`config.mk`:
```
export PLATFORM = sky130hd
export DESIGN_NAME = tt_um_seq_divider
export DESIGN_NICKNAME = d
export VERILOG_FILES = /design/src/rtl/tt_um_seq_divider.sv
export SDC_FILE = /design/constraint.sdc
export NUM_CORES = 1
export LEC_CHECK = 0
export ABC_CLOCK_PERIOD_IN_PS = 1850
export CAP_MARGIN = 30
export CORE_MARGIN = 4
export CORE_UTILIZATION = 43
export CTS_BUF_LIST = sky130_fd_sc_hd__clkbuf_4 sky130_fd_sc_hd__clkbuf_8 sky130_fd_sc_hd__clkbuf_16
export CTS_CLUSTER_SIZE = 14
export DETAILED_ROUTE_END_ITERATION = 10
export PLACE_DENSITY_LB_ADDON = 0.1
export SLEW_MARGIN = 30
export SYNTH_ARGS = -nofsm -noshare
export SYNTH_HDL_FRONTEND = slang
export SYNTH_SLANG_ARGS = --single-unit
```
`constraint.sdc`:
```
create_clock -name clk -period 1.85 [get_ports clk]
set_clock_uncertainty 0.05 [all_clocks]
set_input_delay 0.2775 -clock clk [delete_from_list [all_inputs] [get_ports clk]]
set_output_delay 0.2775 -clock clk [all_outputs]
set_load 0.1 [all_outputs]
```
`src/rtl/tt_um_seq_divider.sv`:
```
// tt_um_seq_divider: sequential 8-bit / 4-bit unsigned restoring divider.
// One quotient bit per clock, MSB first, with a start/busy/done handshake
// on the bidirectional pins. Optional feature macro: DIV_REMAINDER_EN
// (remainder output register and quotient/remainder select mux).
module tt_um_seq_divider (
    input  logic [7:0] ui_in,
    output logic [7:0] uo_out,
    input  logic [7:0] uio_in,
    output logic [7:0] uio_out,
    output logic [7:0] uio_oe,
    input  logic       ena,
    input  logic       clk,
    input  logic       rst_n
);

    typedef enum logic [1:0] {
        IDLE = 2'd0,
        CALC = 2'd1,
        DONE = 2'd2
    } state_t;

    state_t      state;
    state_t      state_next;

    logic [3:0]  divisor_in;
    logic        start;
    logic        accept;
    logic        busy;
    logic        done;

    // Working registers: dvd shifts left, quotient bits enter at the LSB,
    // so after eight steps dvd holds the quotient.
    logic [7:0]  dvd;
    logic [3:0]  dsr;
    logic [4:0]  partial;
    logic [2:0]  count;

    // Registered results, only updated at completion so no partial value leaks.
    logic [7:0]  quotient;
`ifdef DIV_REMAINDER_EN
    logic [3:0]  remainder;
`endif

    logic [4:0]  shifted;
    logic        take;
    logic [4:0]  partial_step;
    logic [7:0]  dvd_step;

    assign divisor_in = uio_in[3:0];
    assign start      = uio_in[4];
    assign accept     = start && (state != CALC);

    // State register.
    always_ff @(posedge clk or negedge rst_n) begin
        if (!rst_n) begin
            state <= IDLE;
        end else begin
            state <= state_next;
        end
    end

    // Next-state logic and handshake flags.
    always_comb begin
        state_next = state;
        busy       = 1'b0;
        done       = 1'b0;
        case (state)
            IDLE: begin
                if (start) begin
                    state_next = (divisor_in == 4'd0) ? DONE : CALC;
                end
            end
            CALC: begin
                busy = 1'b1;
                if (count == 3'd7) begin
                    state_next = DONE;
                end
            end
            DONE: begin
                done = 1'b1;
                if (start) begin
                    state_next = (divisor_in == 4'd0) ? DONE : CALC;
                end
            end
            default: begin
                state_next = IDLE;
            end
        endcase
    end

    // One restoring shift-subtract step.
    always_comb begin
        shifted      = {partial[3:0], dvd[7]};
        take         = (shifted >= {1'b0, dsr});
        partial_step = take ? (shifted - {1'b0, dsr}) : shifted;
        dvd_step     = {dvd[6:0], take};
    end

    // Operand latch, iteration datapath and result registers.
    always_ff @(posedge clk or negedge rst_n) begin
        if (!rst_n) begin
            dvd       <= '0;
            dsr       <= '0;
            partial   <= '0;
            count     <= '0;
            quotient  <= '0;
`ifdef DIV_REMAINDER_EN
            remainder <= '0;
`endif
        end else if (accept) begin
            dvd     <= ui_in;
            dsr     <= divisor_in;
            partial <= '0;
            count   <= '0;
            if (divisor_in == 4'd0) begin
                quotient  <= 8'hFF;
`ifdef DIV_REMAINDER_EN
                remainder <= 4'h0;
`endif
            end
        end else if (state == CALC) begin
            dvd     <= dvd_step;
            partial <= partial_step;
            count   <= count + 3'd1;
            if (count == 3'd7) begin
                quotient  <= dvd_step;
`ifdef DIV_REMAINDER_EN
                remainder <= partial_step[3:0];
`endif
            end
        end
    end

`ifdef DIV_REMAINDER_EN
    assign uo_out = uio_in[5] ? {4'b0000, remainder} : quotient;
    logic unused;
    assign unused = &{1'b0, ena, uio_in[7:6], partial[4]};
`else
    assign uo_out = quotient;
    logic unused;
    assign unused = &{1'b0, ena, uio_in[7:5], partial[4]};
`endif

    assign uio_out = {done, busy, 6'b00_0000};
    assign uio_oe  = 8'b1100_0000;

endmodule

```
# Yosys cells after proc, flatten, opt, wreduce, memory -nomap -nowiden
# Index checks and enable logic that the tools add are counted.
totals:
  ff_bits: 29
  in_bits: 19
  wordCells: 41
op_classes:
  add_sub_neg: 2
  n_lt_le_gt_ge: 1
  eq_ne: 7
  n_mux: 17
  reduce_logical: 8
op_table:
  columns: ["operator", "n"]
  rows:
  - ["$mux W8", 6]
  - ["$mux W4", 3]
  - ["$ne A2 B1 Y1 const B", 4]
  - ["$mux W2", 3]
  - ["$mux W3", 2]
  - ["$ge A5 B4 Y1", 1]
  - ["$logic_not A4 Y1", 1]
  - ["$pmux W2 S2", 1]
  - ["$reduce_bool A2 Y1", 2]
  - ["$sub A4 B4 Y4", 1]
  - ["$add A3 B1 Y3 const B", 1]
  - ["$eq A3 B3 Y1 const B", 1]
  - ["$reduce_and A3 Y1", 1]
  - ["$eq A2 B1 Y1 const B", 1]
  - ["$eq A2 B2 Y1 const B", 1]
  - ["$logic_not A2 Y1", 1]
  - ["$mux W1", 2]
  - ["$reduce_and A2 Y1", 1]
  - ["$reduce_or A2 Y1", 1]
  - ["$logic_and A1 B1 Y1", 1]

# Depth between registers and ports, before layout
depth:
  word_depth: 4
  depth_mapped: 7
  mapped_depth_nobuf: 6

# Worst setup path before layout
# Ideal clock, no wire load.
synth_path:
  path_kind: "reg-to-reg"
  startpoint: "register dsr[1]"
  endpoint: "register partial[2]"
  setup_time_ns: 0.126
  t_arrival_ns: 1.681
  setup_slack_ns: -0.008
  stages_incl_launch_ff: 7
  n_path_buf: 0
  period_less_slack_ns: 1.858
  cell_sequence: "dfrtp_1 > inv_1 > ha_1 > or4_4 > a21oi_4 > nor4_1 > a311o_1"
synth_via:
  elab_chain_cells: 4
  elab_cells_between_ends: 5
  cone_classes: "add/sub: 1; order compare: 1; mux: 3"
synth_lines:
  columns: ["element", "line_no", "rtl"]
  rows:
  - ["from (decl)", "34", "logic [3:0] dsr;"]
  - ["from (signal assigned)", "112", "dsr <= divisor_in;"]
  - ["$sub A4 B4 Y4 / $ge A5 B4 Y1 (equally long branches)", "95, 94", null]
  - ["$mux W4 (*)", "95", "partial_step = take ? (shifted - {1'b0, dsr}) : shifted;"]
  - ["$mux W4 (*)", "121", "end else if (state == CALC) begin"]
  - ["$mux W4 (*)", "110", "end else if (accept) begin"]
  - ["to (signal assigned)", "123", "partial <= partial_step;"]
  - ["to (decl)", "35", "logic [4:0] partial;"]
# Every way passes the cells marked *; elsewhere a longest branch is shown, timed or not. The select of a mux whose other input is x is not followed.
# A chain may end at the register's enable or synchronous reset.

# Final worst setup path
layout_path:
  startpoint: "register partial[2]"
  endpoint: "register partial[3]"
layout_via:
  elab_chain_cells: 4
  elab_cells_between_ends: 5
  cone_classes: "add/sub: 1; order compare: 1; mux: 3"
layout_lines:
  columns: ["element", "line_no"]
  rows:
  - ["$sub A4 B4 Y4 / $ge A5 B4 Y1 (equally long branches)", "95, 94"]
  - ["$mux W4 (*)", "95"]
  - ["$mux W4 (*)", "121"]
  - ["$mux W4 (*)", "110"]
# Marks and branches as above.

==> flow_summary.json <==
{
  "combinational_family_with_the_most_area_after_synthesis": "compound AO/OA/AOI/OAI gates",
  "timing.critical_path.slowest_cell_delay_ps": 540,
  "drt_first_pass_iters": 4,
  "final_cell_mix": "sky130_fd_sc_hd__dfrtp_1 (29), sky130_fd_sc_hd__buf_4 (18), sky130_fd_sc_hd__nand2_1 (16)",
  "worstPathRequired_ps": 2020,
  "cts_root_buffer": "sky130_fd_sc_hd__clkbuf_4",
  "worstPathMaxFanout": 6,
  "route.antenna.remaining_nets": 0,
  "final_period_minus_worst_setup_slack_ps": 1860,
  "post_synth_instance_area_sq_um": 1570,
  "placement.io_buffers": 24,
  "netlist_instances": 148,
  "dpl_wire_length_microns": 2530,
  "cts.hold.buffers_added": 0,
  "ff2ff_setup_slack_ps": -9,
  "final-setup-viol-count": 2,
  "synthDistinctLibCells": 33,
  "vias_in_the_first_global_route": 1260,
  "cts_sinks": 29,
  "synthesis.area_per_instance_sq_um": 10.6,
  "synthAdderAreaFrac_pct": 6.07,
  "worst-setup-path-type": "reg2reg",
  "htree_num_levels": 2,
  "timing.max_cap.violations": 0,
  "cpLargestDelayFamily": "compound AO/OA/AOI/OAI gates",
  "die_width_microns": 68.4,
  "synth_simple_gate_area_share_pct": 10.8,
  "share_of_the_cycle_needed_by_the_critical_path_after_routing_pct": 100,
  "vias": 1196,
  "timing.rr.start": "partial[2]$_DFFE_PN0P_",
  "clock.fmax_ghz": 0.538,
  "start_util_pct": 45.9,
  "detail_route.iter0.violations": 33,
  "cts_tree": "yes",
  "die_h_microns": 68.4,
  "routedWlPerCell_microns": 14.7,
  "stdcell_count": 230,
  "failed_checks": "negative setup slack",
  "count_of_inserted_antenna_diode_cells": 0,
  "final_critical_path_setup_slack_ps": -8.90,
  "reg2reg_depth": 5,
  "cts_inserted_buffers": 5,
  "yosys.area_share.xor_xnor_pct": 0.559,
  "muxShareOfSynthArea_pct": 7.99,
  "synth.yosys.seq_area_share_pct": 46.3,
  "clock_path_buffers": 2,
  "std_cell_rows": 21,
  "floorplan.core_area_sq_um": 3420,
  "place.detailed.instances": 220,
  "regArea_sq_um": 726,
  "die_area_sq_um": 4670,
  "place_congestion": 0.823,
  "cp.arrival_ps": 2030,
  "setup_tns_ps": -9.07,
  "drc": 0,
  "synth_compound_area_share_pct": 16.5,
  "post_route_cells_drive_above_1_share_pct": 26.1,
  "outcome": "finished with violations",
  "report.final.slew_viol_count": 0,
  "grt_antenna_before_repair": 0,
  "clock_insertion_delay_worst_skew_ps": 330,
  "multi_input_gate_area_sq_um": 736,
  "worst_setup_path_start_kind": "register",
  "n_fill_cell": 309,
  "synth.yosys.warnings": 0,
  "floorplan.io_pins": 43,
  "post_drt_via_cell_ratio": 5.20,
  "finalCoreUtilization_pct": 59.3,
  "timing.critical_path.depth": 5,
  "ys_seq_elements": 29,
  "grt_pass1_wl_microns": 5770,
  "grt_start_max_net_pins": 30,
  "grt.overflow.total": 0,
  "cp_cell_sequence": "ha_2 -> or4_4 -> a21oi_4 -> o21bai_1 -> a32o_1",
  "finalWirelength_microns": 3370,
  "setup.worst_path.end_class": "register",
  "crit_buf_inv": 0,
  "cts.reportedPaths.clkPinSlew_ps": 90,
  "gr-usage-all-layers_pct": 16.9,
  "final-hold-violation-count": 0,
  "finalNetCount": 209,
  "crit_slowest_cell": "sky130_fd_sc_hd__or4_4",
  "min_path_type": "in2async",
  "grt_setup_unrepaired": "true",
  "endpoint_of_the_most_critical_register_to_register_path": "partial[3]$_DFFE_PN0P_",
  "layout_commonest_cell": "sky130_fd_sc_hd__dfrtp_1",
  "areaGrowthSynthToFinish_pct": 29.4
}
[worst reg2reg max path, stage by stage, from the launching register on]
cell	delay, ps
sky130_fd_sc_hd__dfrtp_1	400
sky130_fd_sc_hd__ha_2	180
sky130_fd_sc_hd__or4_4	540
sky130_fd_sc_hd__a21oi_4	210
sky130_fd_sc_hd__o21bai_1	120
sky130_fd_sc_hd__a32o_1	250
[state kept, by name, summed over array words and instances (netlist names)]
register,cells
uo_out,8
count,3
state,2
dvd,8
dsr,4
partial,4
[Yosys cell counts]
library cell               instances  share of area [%]
sky130_fd_sc_hd__dfrtp_1          29                 46
sky130_fd_sc_hd__buf_4            16                7.7
sky130_fd_sc_hd__nand2_1          16                3.8
sky130_fd_sc_hd__o21ai_0          12                3.8
sky130_fd_sc_hd__inv_1             8                1.9
sky130_fd_sc_hd__mux2i_1           8                5.1
sky130_fd_sc_hd__o32a_1            8                5.1
sky130_fd_sc_hd__ha_1              6                4.8
sky130_fd_sc_hd__buf_2             4                1.3
sky130_fd_sc_hd__mux2_2            4                2.9
sky130_fd_sc_hd__nor2_1            4               0.96
sky130_fd_sc_hd__nor4_1            4                1.6
sky130_fd_sc_hd__a311o_1           3                1.9
sky130_fd_sc_hd__a21oi_1           2               0.64
sky130_fd_sc_hd__and3_1            2               0.80
sky130_fd_sc_hd__clkbuf_1          2               0.48
sky130_fd_sc_hd__conb_1            2               0.48
sky130_fd_sc_hd__nor2b_1           2               0.80
sky130_fd_sc_hd__or2_2             2               0.80
sky130_fd_sc_hd__a211oi_1          1               0.48
sky130_fd_sc_hd__a21boi_0          1               0.48
sky130_fd_sc_hd__a21boi_2          1               0.72
sky130_fd_sc_hd__a21oi_4           1                1.0
sky130_fd_sc_hd__a32o_1            1               0.64
sky130_fd_sc_hd__fa_1              1                1.3
sky130_fd_sc_hd__nand2b_1          1               0.40
sky130_fd_sc_hd__nor3_1            1               0.32
sky130_fd_sc_hd__o21ai_2           1               0.56
sky130_fd_sc_hd__o21bai_1          1               0.48
sky130_fd_sc_hd__o32ai_1           1               0.56
sky130_fd_sc_hd__or2b_2            1               0.56
sky130_fd_sc_hd__or4_4             1               0.72
sky130_fd_sc_hd__xor2_1            1               0.56
[routing by layer]
| layer | global-route usage (%) | share of wire (%) | vias to the layer above |
|---|---|---|---|
| met3 | 5.09 | 6.8 | 2 |
| met5 | 0 | 0 | - |
| li1 | - | - | 561 |
| met1 | 19.8 | 42 | 591 |
| met4 | 4.47 | 0.62 | 0 |
| met2 | 30.0 | 51 | 42 |
[repair_timing]
item                                    4_1_cts  5_1_grt
endpoints found under the hold margin         0        0
pin swaps                                     5        2
gates resized for setup                       4        4
setup buffers                                 2        0
endpoints found under the setup margin        6        6
[metrics by stage]
step / cell area (sq um) / setup WS [ps] / hold WS (ps)
2_1_floorplan: 1610 / 4.01 / -68.1
3_3_place_gp: 1890 / -14.3 / 438
3_5_place_dp: 1890 / -73.3 / 445
4_1_cts: 2000 / 5.91 / 280
5_1_grt: 2030 / -58.3 / 303
6_report: 2030 / -8.90 / 281
[cell families (layout without fill, tap and decap cells)]
group / count (synthesis) / count (layout)
fa+ha+maj: 7 / 7
simple gates: 34 / 34
mux: 12 / 12
buf+inv: 30 / 54
compound gates: 33 / 33
other cells: 2 / 14
flops: 29 / 29
xor+xnor: 1 / 1
[final cells by class]
cell class / instances / area share, %
inverters: 8 / 1.60
clock inverters: 1 / 1.48
repair buffers: 38 / 19.1
multi-input cells: 101 / 36.3
well taps: 46 / 2.84
flip-flops and latches: 29 / 35.8
clock buffers: 7 / 2.90
[how the worst max path moves through the flow]
stage                                 from                     end  slack, ps
floorplan               dsr[1]$_DFFE_PN0P_  partial[2]$_DFFE_PN0P_          4
global placement        dsr[1]$_DFFE_PN0P_  partial[2]$_DFFE_PN0P_        -10
detailed placement      dsr[1]$_DFFE_PN0P_  partial[2]$_DFFE_PN0P_        -70
CTS                 partial[2]$_DFFE_PN0P_  partial[2]$_DFFE_PN0P_          6
global route            dsr[3]$_DFFE_PN0P_  partial[1]$_DFFE_PN0P_        -60
finish              partial[2]$_DFFE_PN0P_  partial[3]$_DFFE_PN0P_         -9
Power is not shown: default switching activity piles up to over one toggle a cycle in this logic, so the estimate is an artifact.
